[config.mk]
export PLATFORM = sky130hd
export DESIGN_NAME = mem_arbiter
export DESIGN_NICKNAME = d
export VERILOG_FILES = /design/src/rtl/cpu_types_pkg.sv /design/src/rtl/mem_arbiter.sv
export SDC_FILE = /design/constraint.sdc
export NUM_CORES = 1
export LEC_CHECK = 0
export CAP_MARGIN = 30
export CORE_ASPECT_RATIO = 2
export CORE_UTILIZATION = 40
export DETAILED_ROUTE_END_ITERATION = 10
export PLACE_DENSITY = 0.81
export SLEW_MARGIN = 10
export SYNTH_ARGS = -nofsm -noshare
export SYNTH_HDL_FRONTEND = slang
export SYNTH_SLANG_ARGS = --single-unit
[constraint.sdc]
create_clock -name CLK -period 6.1 [get_ports CLK]
set_clock_uncertainty 0.15 [all_clocks]
set_input_delay 1.22 -clock CLK [delete_from_list [all_inputs] [get_ports CLK]]
set_output_delay 1.22 -clock CLK [all_outputs]
set_load 0.01 [all_outputs]
[src/rtl/cpu_types_pkg.sv]
// Shared datapath/memory types: RAM handshake states, word type, arbiter FSM and grant encodings.
// Latency: none (types only).
// Backpressure: none (types only).
package cpu_types_pkg;

    typedef logic [31:0] word_t;

    // RAM model handshake state as seen by the memory-side master.
    typedef enum logic [1:0] {
        FREE   = 2'd0,
        BUSY   = 2'd1,
        ACCESS = 2'd2,
        ERROR  = 2'd3
    } ramstate_t;

    // Arbiter sequencing: decide, hold the RAM request, then report.
    typedef enum logic [1:0] {
        IDLE = 2'd0,
        IACC = 2'd1,
        DACC = 2'd2,
        RESP = 2'd3
    } arb_state_t;

    // Which datapath port owns the current (or most recent) access.
    typedef enum logic {
        INSTR = 1'b0,
        DATA  = 1'b1
    } grant_t;

    // Latched RAM operation kind.
    typedef enum logic {
        READ  = 1'b0,
        WRITE = 1'b1
    } op_t;

endpackage

[src/rtl/mem_arbiter.sv]
// Round-robin arbiter of instruction/data ports onto one RAM port, with error and timeout handling.
// Latency: grant in IDLE, strobes next cycle, hit one cycle after ACCESS/ERROR/timeout (min 2 cycles).
// Backpressure: requesters hold REN/WEN until hit; one access in flight, new grants only from IDLE.
module mem_arbiter
    import cpu_types_pkg::*;
#(
    parameter int    TIMEOUT  = 255,
    parameter word_t ERR_WORD = 32'hBAD1BAD1
) (
    input  logic      CLK,
    input  logic      RST,
    input  logic      iREN,
    input  word_t     iaddr,
    output word_t     iload,
    output logic      ihit,
    input  logic      dREN,
    input  logic      dWEN,
    input  word_t     daddr,
    input  word_t     dstore,
    output word_t     dload,
    output logic      dhit,
    output logic      ramREN,
    output logic      ramWEN,
    output word_t     ramaddr,
    output word_t     ramstore,
    input  word_t     ramload,
    input  ramstate_t ramstate,
    output logic      err
);

    localparam int CW = $clog2(TIMEOUT + 1);
    localparam logic [CW-1:0] TMAX = CW'(TIMEOUT);

    arb_state_t      state, nextState;
    grant_t          lastGrant, port;
    op_t             op;
    word_t           latAddr, latStore;
    word_t           iloadReg, dloadReg;
    logic [CW-1:0]   waitCnt;
    logic            errReg;

    logic            iPend, dPend;
    logic            grantI, grantD;
    logic            accDone, accFail;

    assign iPend = iREN;
    assign dPend = dREN | dWEN;

    // Next-state and output decode; outputs depend on registered state only.
    always_comb begin
        nextState = state;
        grantI    = 1'b0;
        grantD    = 1'b0;
        accDone   = 1'b0;
        accFail   = 1'b0;
        ihit      = 1'b0;
        dhit      = 1'b0;
        ramREN    = 1'b0;
        ramWEN    = 1'b0;
        ramaddr   = '0;
        ramstore  = '0;
        iload     = iloadReg;
        dload     = dloadReg;
        err       = errReg;
        case (state)
            IDLE: begin
                // Data wins when alone or when instruction had the last turn.
                if (dPend && (!iPend || lastGrant == INSTR)) begin
                    grantD    = 1'b1;
                    nextState = DACC;
                end else if (iPend) begin
                    grantI    = 1'b1;
                    nextState = IACC;
                end
            end
            IACC, DACC: begin
                ramREN   = (op == READ);
                ramWEN   = (op == WRITE);
                ramaddr  = latAddr;
                ramstore = latStore;
                // Completion takes precedence over a coincident timeout.
                if (ramstate == ACCESS) begin
                    accDone   = 1'b1;
                    nextState = RESP;
                end else if (ramstate == ERROR || waitCnt == TMAX) begin
                    accFail   = 1'b1;
                    nextState = RESP;
                end
            end
            RESP: begin
                ihit      = (port == INSTR);
                dhit      = (port == DATA);
                nextState = IDLE;
            end
            default: nextState = IDLE;
        endcase
    end

    // FSM state, grant latches, saturating wait counter and load/error capture.
    always_ff @(posedge CLK or posedge RST) begin
        if (RST) begin
            state     <= IDLE;
            lastGrant <= DATA;
            port      <= DATA;
            op        <= READ;
            latAddr   <= '0;
            latStore  <= '0;
            waitCnt   <= '0;
            iloadReg  <= '0;
            dloadReg  <= '0;
            errReg    <= 1'b0;
        end else begin
            state <= nextState;
            if (grantD) begin
                lastGrant <= DATA;
                port      <= DATA;
                op        <= dWEN ? WRITE : READ;
                latAddr   <= daddr;
                latStore  <= dstore;
                waitCnt   <= '0;
            end else if (grantI) begin
                lastGrant <= INSTR;
                port      <= INSTR;
                op        <= READ;
                latAddr   <= iaddr;
                latStore  <= '0;
                waitCnt   <= '0;
            end else if ((state == IACC || state == DACC) && waitCnt != TMAX) begin
                waitCnt <= waitCnt + CW'(1);
            end
            if (accDone || accFail) begin
                if (port == INSTR) begin
                    iloadReg <= accDone ? ramload : ERR_WORD;
                end else begin
                    dloadReg <= accDone ? ramload : ERR_WORD;
                end
            end
            if (accFail) begin
                errReg <= 1'b1;
            end
        end
    end

endmodule

# After elaboration in Yosys (flattened, before gate mapping)
# Cells that the tools add are included.
# W data, S select, Z words.
[word_totals] ff_bits=141 latchBits=0 ram_bits=0 romBits=0 inputBits=135 out_inout_bits=133 word_cells=69 mem_count=0
[classes] add_sub_neg=1 mul=0 div=0 n_lt_le_gt_ge=0 eq_ne=9 shifts=0 n_mux=33 bitwise=3 n_reduce_logical=14
[op_table] operator="$mux W32" count=7
[op_table] operator="$mux W8" count=3
[op_table] operator="$mux W1" count=18
[op_table] operator="$add A8 B1 Y8 const B" count=1
[op_table] operator="$eq A2 B2 Y1 const B" count=4
[op_table] operator="$eq A8 B8 Y1 const B" count=1
[op_table] operator="$mux W2" count=4
[op_table] operator="$ne A8 B8 Y1 const B" count=1
[op_table] operator="$ne A3 B3 Y1 const B" count=2
[op_table] operator="$pmux W2 S3" count=1
[op_table] operator="$reduce_and A2 Y1" count=3
[op_table] operator="$logic_or A1 B1 Y1" count=4
[op_table] operator="$reduce_bool A3 Y1" count=1
[op_table] operator="$eq A2 B1 Y1 const B" count=1
[op_table] operator="$logic_and A1 B1 Y1" count=2
[op_table] operator="$logic_not A2 Y1" count=1
[op_table] operator="$not A1 Y1" count=2
[op_table] operator="$reduce_bool A2 Y1" count=1
[op_table] operator="$reduce_or A2 Y1" count=1
[op_table] operator="$logic_not A1 Y1" count=1
[op_table] operator="$or A1 B1 Y1" count=1

# Logic depth before layout (Yosys ltp)
# Gate-level depths: netlist of the first run.
[depth] word_depth=7 depth_mapped=8 ltp_nobuf=6

# Worst setup path before layout of the first run
# OpenSTA, ideal clock, no wires.
[synth_path] kind="reg2out" startpoint="register state[0]" endpoint="output port ramREN" arrival_ps=1446 t_required_ps=4730 path_slack_ps=3284 path_stages_with_launch=7 path_buffers=3 cell_sequence="dfrtp_1 inv_1 ha_1 buf_2 buf_2 clkbuf_1 nor2b_1"
[synth_between] elab_chain_cells=3 elab_cells_between_ends=4 classes_between="eq/ne: 2; mux: 1; reduce/logical: 1"
[synth_rtl] item="from (decl)" line="mem_arbiter.sv:34" source="arb_state_t state, nextState;"
[synth_rtl] item="from (signal assigned)" line="mem_arbiter.sv:113" source="state <= nextState;"
[synth_rtl] item="$eq A2 B1 Y1 / $eq A2 B2 Y1 (equally long branches)" line="mem_arbiter.sv:65" source="case (state)"
[synth_rtl] item="$reduce_or A2 Y1 (*)" line="mem_arbiter.sv:65"
[synth_rtl] item="$mux W1 (*)" line="mem_arbiter.sv:65"
[synth_rtl] item="to (decl)" line="mem_arbiter.sv:22" source="output logic ramREN,"
# Mark *: on every way between the ends. The rest lies on a longest branch, timed or not.

# Worst setup path in the final report of the first run
[layout_path] startpoint="register state[0]" endpoint="output port ramaddr[22]"
[layout_between] elab_chain_cells=3 elab_cells_between_ends=4 classes_between="eq/ne: 2; mux: 1; reduce/logical: 1"
[layout_rtl] item="$eq A2 B1 Y1 / $eq A2 B2 Y1 (equally long branches)" line="mem_arbiter.sv:65"
[layout_rtl] item="$reduce_or A2 Y1 (*)" line="mem_arbiter.sv:65"
[layout_rtl] item="$mux W32 (*)" line="mem_arbiter.sv:65"
[layout_rtl] item="to (decl)" line="mem_arbiter.sv:24" source="output word_t ramaddr,"
# Marked as above.

==> run metrics, run 1 <==
clk slew on worst S/H paths=approximately 0.060 ns; pin count of the biggest net entering global routing=93; top cells by area, synth=dfrtp_1 58%, a22o_1 8.8%, and2_1 7.2%; CP Max Fanout=43; hold buffers post-CTS=0; drt via density=~5.3; CTS sink cnt=between 100 and 150; post-route cell area=about 9500 µm²; count of max-cap constraint violations=0; Pwr Total=roughly 0.005 W; clock buffer count from CTS=17; Worst EP arrival=between 2 and 3 ns; sequential share of the synthesized area=58.0%; RSZ-0062 raised after global routing=false; Sequential Power Share=31.0%; CTS H-tree lvls=4; HPWL after DPL=13200 µm; Crit Path Class=register to primary output; Worst VDD drop=~0.00028 V; die height=approximately 180 µm; Vias=a little over 5000; die area=between 15000 and 20000 µm²; post-synthesis register bit count=approximately 140; Mapped Cells=between 500 and 600; Multi-input gate area=between 2000 and 2500 µm²; die width=~89 µm; Post-Syn Area=~6000 µm²; TritonCTS clock tree=built; worst skew pair latency=0.42 ns; First-pass DRT Iterations=4; relative slew slack=between 40 and 50%; DRC violations left=0; post-CTS sizing=0; IO Pins=between 200 and 300; area grow syn2layout=56.2%; Iter 0 DRT Violations=~230; Setup TNS Final=0 ns; combinational power share=a little under half; Int Power=between 0.003 and 0.004 W; Hold Fails Final Rpt=0; post-synth cell types=40; post-synthesis async set-or-reset flop share=100%; Clock power frac=21.9%; antenna diode count=0; Power Dens Cells=529 nW/µm²; gr ovfl total=0; Fillers=1168; final core occ=between 60% and 70%; most common cell after layout, fill and taps aside=clkdlybuf4s50_1; All-Layer GR Usage=between 20% and 30%; minimum clock period=between 4 and 5 ns; Synth Flop Type=dfrtp_1; initial antenna violation count=0; Synth Net Count=roughly 650; WL final=between 15000 and 20000 µm; status=finished, final reports clean; final slew viol count=0; CP required=~4.7 ns; switching power=~0.0017 W; Core Rows=63; vias in the first global route=about 5400; biggest area consumer among synthesized cells=dfrtp_1; leakage power figure=around 4 nW; Post-synth EDFFs=0; nets@finish=approximately 900; slew of the pin with the lowest slew margin=0.828 ns; Tcrit/Tclk final=about two thirds; hold crit path type=register to register; share of layout cells above drive strength 1=under 10%; post-synth top area share=between 50% and 60%; core area=roughly 15000 µm²; Avg Synthesized Cell Area=11.9 µm²; commonest cells after routing, fill and taps aside=267 x clkdlybuf4s50_1, 140 x dfrtp_1, 70 x and2_1; Warnings, synthesis=0; placer congestion estimate=roughly 0.81; Root Driver=clkbuf_16; number of port buffers=267; Initial Utilization=41.0%; Reg area=roughly 3500 µm²; Max Clock Freq=242 MHz; setup violators final=0; Wirelength per Cell=around 19 µm; CP startpoint kind=register; CTS max path bufs=2; postcts setup bufs=0; Final ANT Viol Nets=0; switching portion of total power=about 34%; CP Capture Type=primary output; first-pass GRT wire length=27800 µm; placed inst area=around 9000 µm²
## through the flow
| stage | std cells | hold WS [ns] | setup WS, ns |
|---|---|---|---|
| floorplan | 509 | 0.292 | 0.950 |
| global placement | 935 | 0.303 | 2.46 |
| finish | 968 | 0.327 | 1.97 |
| CTS | 968 | 0.331 | 1.93 |
| detailed placement | 936 | 0.316 | 2.39 |
| global route | 968 | 0.351 | 1.79 |
## cells by family after synthesis
family                   synth area share (%)
buffers and inverters                    3.64
multiplexers                             5.78
AO/OA/AOI/OAI                            19.1
adder cells (fa/ha/maj)                 0.823
XOR/XNOR                                0.144
AND/OR/NAND/NOR                          12.5
flip-flops                               58.0
## path summary, 6_finish.rpt
path / from / end / slack [ns] / cells after the start
setup / recovery: state[0] / ramaddr[22] / 1.97 / 5
min in group asynchronous: RST / latStore[15] / 1.17 / 2
max in group asynchronous: RST / latStore[12] / 3.43 / 3
setup reg to reg: state[0] / iload[29] / 3.11 / 6
hold reg to reg: latAddr[11] / latAddr[11] / 0.33 / 2
hold / removal: latAddr[11] / latAddr[11] / 0.33 / 2
## flip-flops by register name, indices dropped and copies added, names as in the netlist
signal,count
op,1
state,2
waitCnt,8
iload,32
err,1
latStore,32
dload,32
latAddr,32
port,1
## worst max-delay path, cell delays in order, from the launching register on
cell and delay, ns:
dfrtp_1 0.37, inv_1 0.07, ha_2 0.66, buf_4 0.45
and2_1 0.21, clkdlybuf4s50_1 0.54
## power groups by stage
stage               clock network (W)  registers [W]  logic, W
floorplan                           0        0.00158   0.00116
global placement                    0        0.00155   0.00229
detailed placement                  0        0.00156   0.00238
CTS                           0.00112        0.00156   0.00240
global route                  0.00117        0.00160   0.00255
finish                        0.00110        0.00156   0.00237
## synth_stat cells (all sizes together) (2+ instances only)
cell / count
dfrtp: 140
and2: 70
a22o: 61
nand2: 41
o21ai: 36
o22a: 36
mux2i: 34
buf: 24
clkbuf: 16
nor2: 7
a21oi: 4
ha: 4
nand3: 4
nor2b: 4
and3: 3
inv: 3
a211oi: 2
nand3b: 2
nand4: 2
o211ai: 2
or4: 2
## layout make-up
cell class	count	area share [%]
Inverter	3	0.171
Multi-Input combinational cell	325	24.7
Tap cell	195	2.57
Clock inverter	11	1.73
Timing Repair Buffer	272	28.7
Clock buffer	21	4.95
Sequential cell	141	37.2
## per-layer routing
| layer | routed length, µm | global-route usage, % | vias to the layer above | part of all wire [%] |
|---|---|---|---|---|
| li1 | - | - | 2337 | - |
| met1 | 6340 | 24.6 | 2445 | 35 |
| met2 | 9700 | 42.5 | 263 | 54 |
| met3 | 1270 | 5.80 | 42 | 7.1 |
| met4 | 656 | 11.2 | 0 | 3.7 |
| met5 | 0 | 0 | - | 0 |
(Power assumes the default switching activity.)
==> run 2, diff against run 1 <==
clock period = 3.83 ns   (was 6.1 ns; I/O delays follow)
==> run metrics, run 2 (synthesis gave the netlist of run 1 again) <==
setup violators final=0 (unchanged); Worst VDD drop=0.000558 V (+97%); die area=15700 µm² (unchanged); number of port buffers=267 (unchanged); CTS H-tree lvls=4 (unchanged); All-Layer GR Usage=23.9% (+0.33 points); antenna diode count=0 (unchanged); hold buffers post-CTS=0 (unchanged); Crit Path Class=register to primary output; worst skew pair latency=0.42 ns (about the same); status=finished, final reports clean; die width=89.2 µm (unchanged); IO Pins=268 (unchanged); commonest cells after routing, fill and taps aside=267 x clkdlybuf4s50_1, 140 x dfrtp_1, 70 x and2_1; CP Max Fanout=33 (-23%); Final ANT Viol Nets=0 (unchanged); Initial Utilization=41.0% (unchanged); nets@finish=902 (+0.33%); postcts setup bufs=0 (unchanged); minimum clock period=3.24 ns; slew of the pin with the lowest slew margin=0.809 ns (-0.0185 ns); die height=176 µm (unchanged); Wirelength per Cell=18.8 µm (+1.5%); worst path buffer plus inverter count=3 (unchanged); first-pass GRT wire length=28400 µm (+2.0%); clk slew on worst S/H paths=0.06 ns (about the same); placed inst area=8900 µm² (+0.34%); Setup TNS Final=0 ns (unchanged); DP Cell Count=939 (+0.32%); Root Driver=clkbuf_16; vias in the first global route=5530 (+1.7%); Iter 0 DRT Violations=150 (-34%); clock buffer count from CTS=17 (unchanged); final non-filler cell total=969 (+0.10%); area grow syn2layout=56.2% (about the same); final slew viol count=0 (unchanged); TritonCTS clock tree=built; placer congestion estimate=0.788 (-2.2%); count of max-cap constraint violations=0 (unchanged); Power Dens Cells=844 nW/µm² (+60%); DRC violations left=0 (unchanged); relative slew slack=45.9% (+1.1 points); CTS max path bufs=2 (unchanged); post-route cell area=9500 µm² (about the same); Worst path depth=5 (unchanged); pin count of the biggest net entering global routing=86 (-7.5%); Worst Hold Depth=2 (unchanged); HPWL after DPL=13200 µm (+0.51%); CP required=2.91 ns (-1.82 ns); CP startpoint kind=register; CTS sink cnt=141 (unchanged); share of layout cells above drive strength 1=5.94% (+0.12 points); CP top delay family=buffers and inverters; hold crit path type=register to register; WL final=18200 µm (+1.6%); post-CTS sizing=0 (unchanged); Tcrit/Tclk final=84.5%; most common cell after layout, fill and taps aside=clkdlybuf4s50_1; Max Clock Freq=309 MHz; critical-path cell list=inv_1 > ha_2 > buf_4 > and2_1 > clkdlybuf4s50_1; core area=14800 µm² (unchanged); Vias=5139 (+1.0%); leakage power figure=4.07 nW (-0.10%); gr ovfl total=0 (unchanged); drt via density=5.30 (+0.92%); First-pass DRT Iterations=4 (unchanged); Hold Fails Final Rpt=0 (unchanged); initial antenna violation count=0 (unchanged); slowest cell on the critical path=clkdlybuf4s50_1; R2R depth=5 (-1); Critical Path Max Stage Delay=0.54 ns (-0.12 ns); Worst EP arrival=2.32 ns (-0.44 ns); CP Capture Type=primary output; Core Rows=63 (unchanged); RSZ-0062 raised after global routing=false; Fillers=1160 (-0.68%)
==> run 2: cell count changes in the layout (fill, tap and decap cells not counted), sizes merged <==
| cell | previous run | this run |
|---|---|---|
| clkinv | 5 | 6 |
| clkinvlp | 2 | 3 |
| inv | 3 | 2 |
| clkbuf | 21 | 18 |
| buf | 5 | 8 |
==> run 2: stage by stage <==
step | total power, W | util [%] | setup WS (ns) | hold WS, ns
2_1_floorplan | 0.00437 | - | 1.15 | 0.292
3_3_place_gp | 0.00616 | 60.0 | 0.876 | 0.304
3_5_place_dp | 0.00633 | 60.0 | 0.909 | 0.312
4_1_cts | 0.00808 | 64.1 | 0.575 | 0.325
5_1_grt | 0.00849 | 64.1 | 0.484 | 0.336
6_report | 0.00802 | 64.1 | 0.595 | 0.324
==> run 2: worst min-delay path, delay by kind of cell (launching register included) <==
| kind | cells | cell delay, ns |
|---|---|---|
| AO/OA/AOI/OAI | 1 | 0.06 |
| flip-flops | 1 | 0.33 |
| AND/OR/NAND/NOR | 1 | 0.05 |
==> run 2: routing by layer <==
| metal | vias up | track usage [%] | share of wire [%] |
|---|---|---|---|
| met4 | 0 | 12.3 | 4.0 |
| met2 | 244 | 41.2 | 53 |
| met5 | - | 0 | 0 |
| li1 | 2327 | - | - |
| met3 | 48 | 6.55 | 6.7 |
| met1 | 2520 | 26.0 | 36 |
==> run 2: cell type report <==
class / count / area (µm²) / area share (%)
timing repair buffer: 275 / 2760 / 29.1
clock inverter: 12 / 173 / 1.82
sequential: 141 / 3530 / 37.2
inverter: 3 / 15.0 / 0.158
tap: 195 / 244 / 2.57
clock buffer: 18 / 429 / 4.52
multi-input combinational: 325 / 2350 / 24.7
==> run 2: where the power goes <==
group | switching, W | internal (W)
Clock | 0.000622 | 0.00108
Combinational | 0.00177 | 0.00206
Sequential | 0.000368 | 0.00212
==> run 2: worst paths after layout <==
| kind | startpoint | end | slack, ns |
|---|---|---|---|
| min in group asynchronous | RST | latAddr[21] | 0.69 |
| worst min-delay path | latAddr[2] | latAddr[2] | 0.32 |
| worst min register to register | latAddr[2] | latAddr[2] | 0.32 |
| worst max-delay path | state[0] | ramstore[18] | 0.60 |
| worst max register to register | state[0] | dload[27] | 1.28 |
| max in group asynchronous | RST | latAddr[3] | 1.93 |
